**src/rtl/button_debounce_toggle.sv**
```systemverilog
// button_debounce_toggle
// Synchronizes a raw, bouncy push-button pin, debounces it with a
// counter-qualified four-state FSM and produces a clean level, one-cycle
// press/release strobes and an LED toggle register. Every output is a flop.

module button_debounce_toggle #(
  parameter int unsigned DEBOUNCE_CYCLES = 50000,
  parameter int unsigned CNT_WIDTH       = 16,
  parameter bit          ACTIVE_LOW      = 1'b0
) (
  input  logic CLK,
  input  logic RST,
  input  logic BUTTON,
  output logic BTN_LEVEL,
  output logic BTN_PRESS,
  output logic BTN_RELEASE,
  output logic LED_TOGGLE
);

  typedef enum logic [1:0] {
    RELEASED,
    PRESS_WAIT,
    PRESSED,
    RELEASE_WAIT
  } state_t;

  // Last counter value before a level change is accepted.
  localparam logic [CNT_WIDTH-1:0] cnt_last = CNT_WIDTH'(DEBOUNCE_CYCLES - 1);

  // Pressed-is-1 view of the pin, before synchronization.
  logic b_raw;
  assign b_raw = BUTTON ^ ACTIVE_LOW;

  logic                 sync_q1;
  logic                 sync_q2;
  state_t               state_q;
  state_t               state_d;
  logic [CNT_WIDTH-1:0] cnt_q;
  logic [CNT_WIDTH-1:0] cnt_d;
  logic                 level_d;
  logic                 press_d;
  logic                 release_d;
  logic                 toggle_d;

  // Two-flop synchronizer; only sync_q2 is seen by the FSM.
  // NOTE: sequential state uses non-blocking assignments so every flop
  // samples the pre-edge values, which is what makes the two stages a chain.
  always_ff @(posedge CLK or posedge RST) begin
    if (RST) begin
      sync_q1 <= 1'b0;
      sync_q2 <= 1'b0;
    end else begin
      sync_q1 <= b_raw;
      sync_q2 <= sync_q1;
    end
  end

  // Next state, counter and registered-output values.
  // NOTE: every variable gets a default at the top of the block, so no path
  // leaves one unassigned and no latch is inferred.
  always_comb begin
    state_d = state_q;
    cnt_d   = cnt_q;
    case (state_q)
      RELEASED: begin
        if (sync_q2) begin
          state_d = PRESS_WAIT;
          cnt_d   = '0;
        end
      end
      PRESS_WAIT: begin
        if (!sync_q2) begin
          state_d = RELEASED;
        end else if (cnt_q == cnt_last) begin
          state_d = PRESSED;
        end else begin
          cnt_d = cnt_q + 1'b1;
        end
      end
      PRESSED: begin
        if (!sync_q2) begin
          state_d = RELEASE_WAIT;
          cnt_d   = '0;
        end
      end
      RELEASE_WAIT: begin
        if (sync_q2) begin
          state_d = PRESSED;
        end else if (cnt_q == cnt_last) begin
          state_d = RELEASED;
        end else begin
          cnt_d = cnt_q + 1'b1;
        end
      end
      default: begin
        state_d = RELEASED;
        cnt_d   = '0;
      end
    endcase

    // Outputs are computed from the transition and registered with it, so
    // they change on the same edge the FSM enters the new state.
    level_d   = (state_d == PRESSED) || (state_d == RELEASE_WAIT);
    press_d   = (state_q == PRESS_WAIT) && (state_d == PRESSED);
    release_d = (state_q == RELEASE_WAIT) && (state_d == RELEASED);
    toggle_d  = LED_TOGGLE ^ press_d;
  end

  // FSM state, debounce counter and output registers.
  always_ff @(posedge CLK or posedge RST) begin
    if (RST) begin
      state_q     <= RELEASED;
      cnt_q       <= '0;
      BTN_LEVEL   <= 1'b0;
      BTN_PRESS   <= 1'b0;
      BTN_RELEASE <= 1'b0;
      LED_TOGGLE  <= 1'b0;
    end else begin
      state_q     <= state_d;
      cnt_q       <= cnt_d;
      BTN_LEVEL   <= level_d;
      BTN_PRESS   <= press_d;
      BTN_RELEASE <= release_d;
      LED_TOGGLE  <= toggle_d;
    end
  end

endmodule

```
**config.mk**
```make
export PLATFORM = sky130hd
export DESIGN_NAME = button_debounce_toggle
export DESIGN_NICKNAME = d
export VERILOG_FILES = /design/src/rtl/button_debounce_toggle.sv
export SDC_FILE = /design/constraint.sdc
export NUM_CORES = 1
export LEC_CHECK = 0
export CAP_MARGIN = 10
export CELL_PAD_IN_SITES_DETAIL_PLACEMENT = 1
export CELL_PAD_IN_SITES_GLOBAL_PLACEMENT = 2
export CORE_MARGIN = 1.5
export CORE_UTILIZATION = 37
export CTS_CLUSTER_SIZE = 28
export DETAILED_ROUTE_END_ITERATION = 12
export MAX_ROUTING_LAYER = met4
export PLACE_DENSITY_LB_ADDON = 0.1
export SETUP_SLACK_MARGIN = 0.15
export SYNTH_ARGS = -nofsm -noshare
export SYNTH_HDL_FRONTEND = slang
export SYNTH_SLANG_ARGS = --single-unit
```
**constraint.sdc**
```tcl
create_clock -name CLK -period 2.5 [get_ports CLK]
set_input_delay 0.5 -clock CLK [delete_from_list [all_inputs] [get_ports CLK]]
set_output_delay 0.5 -clock CLK [all_outputs]
set_load 0.005 [all_outputs]
```
# Word-level counts from Yosys, hierarchy flattened

Cells that the tools add are included.

$add $sub $neg: 1
Multipliers: 0
Div/mod/pow operators: 0
$lt $le $gt $ge: 0
Eq/ne operators: 10
Shift-type cells: 0
Mux-type cells: 13
Bitwise logic cells: 1
Reduce and logical (&&, ||, !) cells: 6

Operators by type and width:

| cell                                                                   | count |
|---|---|
| 16-bit two-way mux                                                     | 5 |
| 16-bit case mux with 4 select lines                                    | 1 |
| 16-bit by 1-bit adder with 16-bit output (second input constant)       | 1 |
| 16-bit equality test (second input constant)                           | 1 |
| 2-bit two-way mux                                                      | 6 |
| 2-bit equality test (second input constant)                            | 4 |
| 2-bit != test (second input constant)                                  | 4 |
| 2-bit case mux with 4 select lines                                     | 1 |
| 2-bit zero test                                                        | 2 |
| 4-bit AND reduction                                                    | 1 |
| 2-bit by 1-bit equality test with 1-bit output (second input constant) | 1 |
| 1-bit logical AND                                                      | 2 |
| 1-bit logical OR                                                       | 1 |
| 1-bit XOR                                                              | 1 |

Flip-flop bits (word level): 24
Latch bits: 0
Bits in writable memories: 0
Bits in read-only memories: 0
Bits of input ports: 3
Memories kept: 0

# Longest topological paths before layout

Gate-level depths: netlist of the first run.

Depth after elaboration: 7
Gate-level depth with buffers: 5
Gate-level depth less buffers: 5

# Worst setup path after synthesis of the first run

Ideal clock, no wire load.

Path kind: flip-flop to flip-flop
Start: reg cnt_q[5]
End: reg BTN_LEVEL
Library setup time: 125 ps
Arrival: 1611 ps
Data required time: 2375 ps
Path slack: 764 ps
Cell stages (with the launch flop): 4
Path buffers: 0
Path through: dfrtp_1 > or4b_4 > nor4_4 > mux2_4

Cells in the longest elaborated chain, start to end: 6

Ends and longest elaborated chain:

| element                                     | RTL line | RTL |
|---|---|---|
| from (decl)                                 | 38       | `logic [CNT_WIDTH-1:0] cnt_q;` |
| from (signal assigned)                      | 120      | `cnt_q <= cnt_d;` |
| 16-bit equality test (*)                    | 74, 89   |  |
| 2-bit two-way mux, on equally long branches | 89, 74   |  |
| 2-bit two-way mux, on equally long branches | 87, 72   |  |
| 2-bit case mux with 4 select lines (*)      | 64       | `case (state_q)` |
| 2-bit equality test                         | 103      | `level_d = (state_d == PRESSED) \|\| (state_d == RELEASE_WAIT);` |
| 1-bit logical OR (*)                        | 103      |  |
| via level_d                                 | 40       | `logic level_d;` |
| to (signal assigned)                        | 121      | `BTN_LEVEL <= level_d;` |
| to (decl)                                   | 14       | `output logic BTN_LEVEL,` |

The timed path passes the listed nets; every way through them passes the cells marked *.
A chain may end at the register's enable or synchronous reset.

# Worst setup path after layout of the first run

Same ends and word-level chain as after synthesis.

==> results of run 1 <==
## cells in the final DEF, fill, tap and decap left out, types with 4 or more instances in the layout
cell / count
or3_1: 5
nand2_1: 8
o31ai_1: 6
dfrtp_1: 23
and3_1: 4
o21ai_0: 15
a21oi_1: 9
inv_1: 4
a31oi_1: 4
nand4_1: 7
clkdlybuf4s50_1: 6
nand3_1: 5
## worst reg2reg max path: cells and delay by family (launching register included)
family / cells / cell delay [ns]
simple gates: 2 / 0.99
flops: 1 / 0.47
mux: 1 / 0.34
## cell families after synthesis
kind of cell / count (synthesis)
adder cells (fa/ha/maj): 1
multiplexers: 1
flip-flops: 23
AO/OA/AOI/OAI: 37
AND/OR/NAND/NOR: 49
buffers and inverters: 8
XOR/XNOR: 3
## final cells by class
cell class | instances | share of cell area (%)
multi-input combinational | 91 | 44.3
timing repair buffer | 9 | 6.07
tap | 44 | 4.04
clock buffer | 4 | 1.93
sequential | 23 | 42.3
inverter | 5 | 1.38
## cell usage after synthesis (2+ instances only)
cell type   n  area (µm²)
nand2_1     8        30.0
nor2_1      3        11.3
and4b_1     2        20.0
a21oi_1     9        45.0
nand4_1     7        43.8
nor3b_1     2        15.0
and2_1      2        12.5
o31ai_1     6        45.0
nand3_1     5        25.0
a31oi_1     4        25.0
or3_1       5        31.3
nand4bb_1   2        22.5
and4_1      2        17.5
xor2_1      2        17.5
dfrtp_1    23         576
and3_1      4        25.0
o21ai_0    15        75.1
inv_1       4        15.0
## registers in the layout, summed over array words and instances (netlist names)
register / cells
sync_q1: 1
sync_q2: 1
BTN_LEVEL: 1
BTN_RELEASE: 1
cnt_q: 16
BTN_PRESS: 1
LED_TOGGLE: 1
state_q: 1
## power by group
group	internal, µW	switching [µW]
clock network	62.4	116
logic	17.2	29.9
registers	380	11.1
## layer usage
| metal | vias up | global-route usage [%] | wire [µm] |
|---|---|---|---|
| met4 | 0 | 7.62 | 38 |
| met1 | 516 | 28.7 | 1470 |
| met2 | 19 | 29.8 | 1390 |
| met5 | - | - | 0 |
| li1 | 492 | - | - |
| met3 | 4 | 1.92 | 98 |
## stage by stage
stage	cell area [µm²]	utilization (%)	setup slack, ns	power [µW]
floorplan	1220	-	0.764	426
global placement	1340	43.4	0.637	444
detailed placement	1340	43.4	0.606	446
CTS	1360	44.2	0.586	630
global route	1360	44.2	0.424	642
finish	1360	44.2	0.587	617
## how the worst min path moves through the flow
stage,startpoint,endpoint,slack [ns],depth (start not counted)
6_report,sync_q1,sync_q2,0.36,0
5_1_grt,sync_q1,sync_q2,0.37,0
4_1_cts,sync_q1,sync_q2,0.37,0
3_5_place_dp,sync_q1,sync_q2,0.34,0
3_3_place_gp,sync_q1,sync_q2,0.33,0
2_1_floorplan,sync_q1,sync_q2,0.33,0
==> impl_metrics.yaml, run 1 <==
status:
  status: "finished clean"
global_route:
  grt_first_pass_wirelength_um: 5200
  maximum_number_of_pins_on_one_net_before_global_route_repair: 24
  antenna_violations_before_repair: 0
  first_global_vias: 1029
  grt_util_all_layers_pct: 20.2
  grt_overflow: 0
logic_synthesis:
  postSynthNetCount: 126
  ys_warn_count: 0
  synth_edf_count: 0
  synth_sequential_area_ratio_pct: 47.3
  post_synth_fa_ha_maj_area_fraction_pct: 1.03
  proportion_of_synthesized_area_in_mux_cells_pct: 1.23
  synth.ff_latch_count: 23
  synth_xor_area_share_pct: 2.16
  syn_area_per_cell_um2: 9.98
  synthCells: 122
  synthSimpleGateAreaFrac_pct: 27.3
  synth_compound_area_share_pct: 17.8
  mappedNetlistArea_um2: 1220
  synth_flop_cell: "dfrtp_1"
  synth.lib_cells_used.distinct: 35
  async_reset_ff_share_pct: 100
  largest_family_of_logic_cells_by_synthesized_area: "simple AND/OR/NAND/NOR gates"
sta:
  unrepaired_setup_endpoints_after_global_routing: "false"
  slew_headroom_pct: 62.1
  fin_skew_ns: 0.00763
  final_max_slew_viol_count: 0
  setup_viol: 0
  layout_min_cycle_time_ns: 1.91
  timing.setup.tns_ns: 0
  final_min_period_over_clock_period_pct: 76.5
  hold_ws_ns: 0.363
  final-hold-violation-count: 0
  pin_slew_with_the_least_headroom_to_its_limit_ns: 0.564
  fmaxAchievable_mhz: 523
setup_path:
  crit_required_ns: 2.71
  path_max_fanout: 9
  timing.critical_path.depth: 3
  worst_path_dominant_cell_family: "simple AND/OR/NAND/NOR gates"
  regToRegSetupSlack_ns: 0.59
  crit_path_start: "cnt_q[5]"
  endpoint: "BTN_LEVEL"
  cp_num_buf_inv: 0
  endpoint_kind: "flop"
  critical_path.slowest_cell: "or4b_4"
  timing.critical_path.cells: "or4b_4, nor4_4, mux2_4"
  critical_setup_path_class: "flop to flop"
  worst_r2r_endpoint: "BTN_LEVEL"
  cp_launch_type: "flop"
  rr_startpoint: "cnt_q[5]"
  critPathMaxStageDelay_ns: 0.55
  cp_data_arrival_time_ns: 2.13
  r2r.worst_path.cells: 3
worst_hold_path:
  hold_path_class: "flop to flop"
clocking:
  hold_buf_count_cts: 0
  cts_setup_buffers: 0
  cts_htree_levels: 1
  cts.repair.resized: 0
  clk-insertion-delay-late_ns: 0.32
  ctsRootBufferMaster: "clkbuf_4"
  tritoncts: "built"
  worst_path_clk_slew_ns: 0.13
  clock_sinks: 23
  ctsLongestPathBuffers: 2
  cts_inserted_buffers: 3
power:
  irDropWorstVdd_uv: 221
  p_leak_uw: 0.000575
  powerDensity_nw_per_um2: 453
detailed_routing:
  post-route-drc-count: 0
  wl_um: 3000
  num_vias: 1031
  drt_iter0_drc: 37
  drt_first_pass_iters: 4
  route.antenna.remaining_nets: 0
  avgRoutedWirePerCell_um: 17.1
  via_per_inst: 5.86
cells_and_area:
  layout-area-overhead-vs-synth_pct: 11.8
  layout-drive-gt1-share_pct: 9.85
  multi_input_comb_area_um2: 603
  seqCellArea_um2: 576
  finish.net_count: 137
  final_cells: 176
  antenna_cells: 0
  fillers: 363
placement:
  post-place-cells: 172
  port_buffers: 6
  post-dp-hpwl_um: 2130
  gp_congestion: 0.771
floorplan:
  floorplan.die.height_um: 60.4
  dieArea_um2: 3640
  die_width_um: 60.4
  number_of_ports_placed_on_the_die_boundary: 7
  rows: 20
  start_util_pct: 39.6
  coreArea_um2: 3080
flow_run:
  max_cap_violations: 0
Power figures use the tool's default switching activity.
==> inputs of run 2 (changes only) <==
- CORE_UTILIZATION: 37 -> 34
- clock period: 2.5 -> 1.61 ns (I/O delays scaled with it)
==> impl_metrics.yaml, run 2 (synthesis gave the netlist of run 1 again) <==
detailed_routing:
  via_per_inst: 5.71
  drt_iter0_drc: 78
  post-route-drc-count: 0
  avgRoutedWirePerCell_um: 19.3
  drt_first_pass_iters: 4
  num_vias: 1245
  route.antenna.remaining_nets: 0
  wl_um: 4220
sta:
  unrepaired_setup_endpoints_after_global_routing: "true"
  final-hold-violation-count: 0
  fmaxAchievable_mhz: 582
  timing.setup.tns_ns: -0.655
  pin_slew_with_the_least_headroom_to_its_limit_ns: 0.367
  worst_slack_ns: -0.107
  slew_headroom_pct: 75.5
  fin_skew_ns: 0.0122
  setup_viol: 12
  final_min_period_over_clock_period_pct: 107
  layout_min_cycle_time_ns: 1.72
  final_max_slew_viol_count: 0
cells_and_area:
  multi_input_comb_area_um2: 758
  top_register: "cnt_q"
  fillers: 361
  largest_reg_flops: 16
  final_cells: 218
  layout-area-overhead-vs-synth_pct: 52.7
  antenna_cells: 0
  finish.net_count: 177
  leading_cell_types_in_the_layout_fill_and_taps_excluded: "buf_4, dfrtp_1, buf_6"
  most_common_cell_after_layout_fill_and_taps_aside: "buf_4"
  layout-drive-gt1-share_pct: 44.8
  postLayoutCellArea_um2: 1860
  seqCellArea_um2: 577
global_route:
  grt_first_pass_wirelength_um: 6590
  antenna_violations_before_repair: 0
  grt_util_all_layers_pct: 22.3
  first_global_vias: 1328
  grt_overflow: 0
  maximum_number_of_pins_on_one_net_before_global_route_repair: 24
worst_hold_path:
  hold_path_class: "input pin to async pin"
power:
  powerDensity_nw_per_um2: 557
  irDropWorstVdd_uv: 329
  power.total_uw: 1030
  p_leak_uw: 0.000835
placement:
  gp_congestion: 0.785
  post-dp-hpwl_um: 2670
  pre_cts_ws_ns: -0.0417
  placement.cell_area_um2: 1510
  post-place-cells: 194
  port_buffers: 6
setup_path:
  critical_path.slowest_cell: "dfrtp_1"
  cp_launch_type: "flop"
  timing.critical_path.cells: "nor4b_2, nand4_1, nor3b_2, xor2_1"
  critical_setup_path_class: "flop to flop"
  path_max_fanout: 5
  crit_required_ns: 1.89
  endpoint_kind: "flop"
  critPathMaxStageDelay_ns: 0.46
  cp_data_arrival_time_ns: 1.99
clocking:
  cts_htree_levels: 1
  worst_path_clk_slew_ns: 0.14
  ctsLongestPathBuffers: 2
  clock_sinks: 23
  ctsRootBufferMaster: "clkbuf_4"
  hold_buf_count_cts: 0
  tritoncts: "built"
  clk-insertion-delay-late_ns: 0.34
  cts_inserted_buffers: 3
status:
  status: "finished, violations left"
  violated_checks: "setup timing"
floorplan:
  dieArea_um2: 3950
  number_of_ports_placed_on_the_die_boundary: 7
  coreArea_um2: 3390
  die_width_um: 62.8
  rows: 21
  start_util_pct: 35.9
  floorplan.die.height_um: 62.8
flow_run:
  max_cap_violations: 0
[run 2: cell types whose count changed in the layout (fill, tap and decap cells not counted), sizes merged]
cell,change
dlygate4sd2,+3
buf,+41
clkdlybuf4s50,-4
[run 2: path summary, 6_finish.rpt]
check	startpoint	endpoint	slack (ns)	cells after the start
max	cnt_q[13]	LED_TOGGLE	-0.11	4
min	RST	LED_TOGGLE	0.31	3
max reg2reg	cnt_q[13]	LED_TOGGLE	-0.11	4
min reg2reg	sync_q1	sync_q2	0.38	0
max in group asynchronous	RST	cnt_q[7]	1.03	3
min in group CLK	sync_q1	sync_q2	0.38	0
[run 2: worst max-delay path: cells and delay by family, from the launching register on]
family	cells	cell delay, ns
DFF	1	0.46
and+or+nand+nor	3	1.04
xor gates and xnor gates	1	0.16
[run 2: layer usage]
layer / vias up / wire length, µm / GRT usage [%] / part of all wire [%]
met5: - / 0 / - / 0
met4: 0 / 45 / 6.39 / 1.1
met3: 4 / 73 / 3.96 / 1.7
met2: 11 / 2230 / 37.5 / 53
met1: 659 / 1860 / 27.5 / 44
li1: 571 / - / - / -
[run 2: final cells by class]
type                       count  share of cell area (%)
timing repair buffer          49                    22.7
tap                           46                    3.10
sequential                    23                    31.0
inverter                       5                    1.01
multi-input combinational     91                    40.8
clock buffer                   4                    1.41
[run 2: report_power, final]
| part | leakage (µW) | internal, µW | switching, µW |
|---|---|---|---|
| clock | 0.0000150 | 97.5 | 193 |
| combinational | 0.000509 | 62.1 | 71.2 |
| sequential | 0.000311 | 590 | 20.7 |
| total | 0.000835 | 750 | 285 |
[run 2: stage by stage]
step / utilization [%] / hold WS, ns
after floorplan: - / 0.324
after global placement: 44.6 / 0.337
after detailed placement: 44.6 / 0.365
after CTS: 49.7 / 0.339
after global routing: 54.9 / 0.358
final: 54.9 / 0.314
[run 2: what timing repair did]
item                                    CTS  global route
gates cloned                              0             0
pin swaps                                 9             6
gates resized for setup                  33            21
endpoints found under the setup margin   23            21
endpoints found under the hold margin     0             0
buffers inserted                         10            10
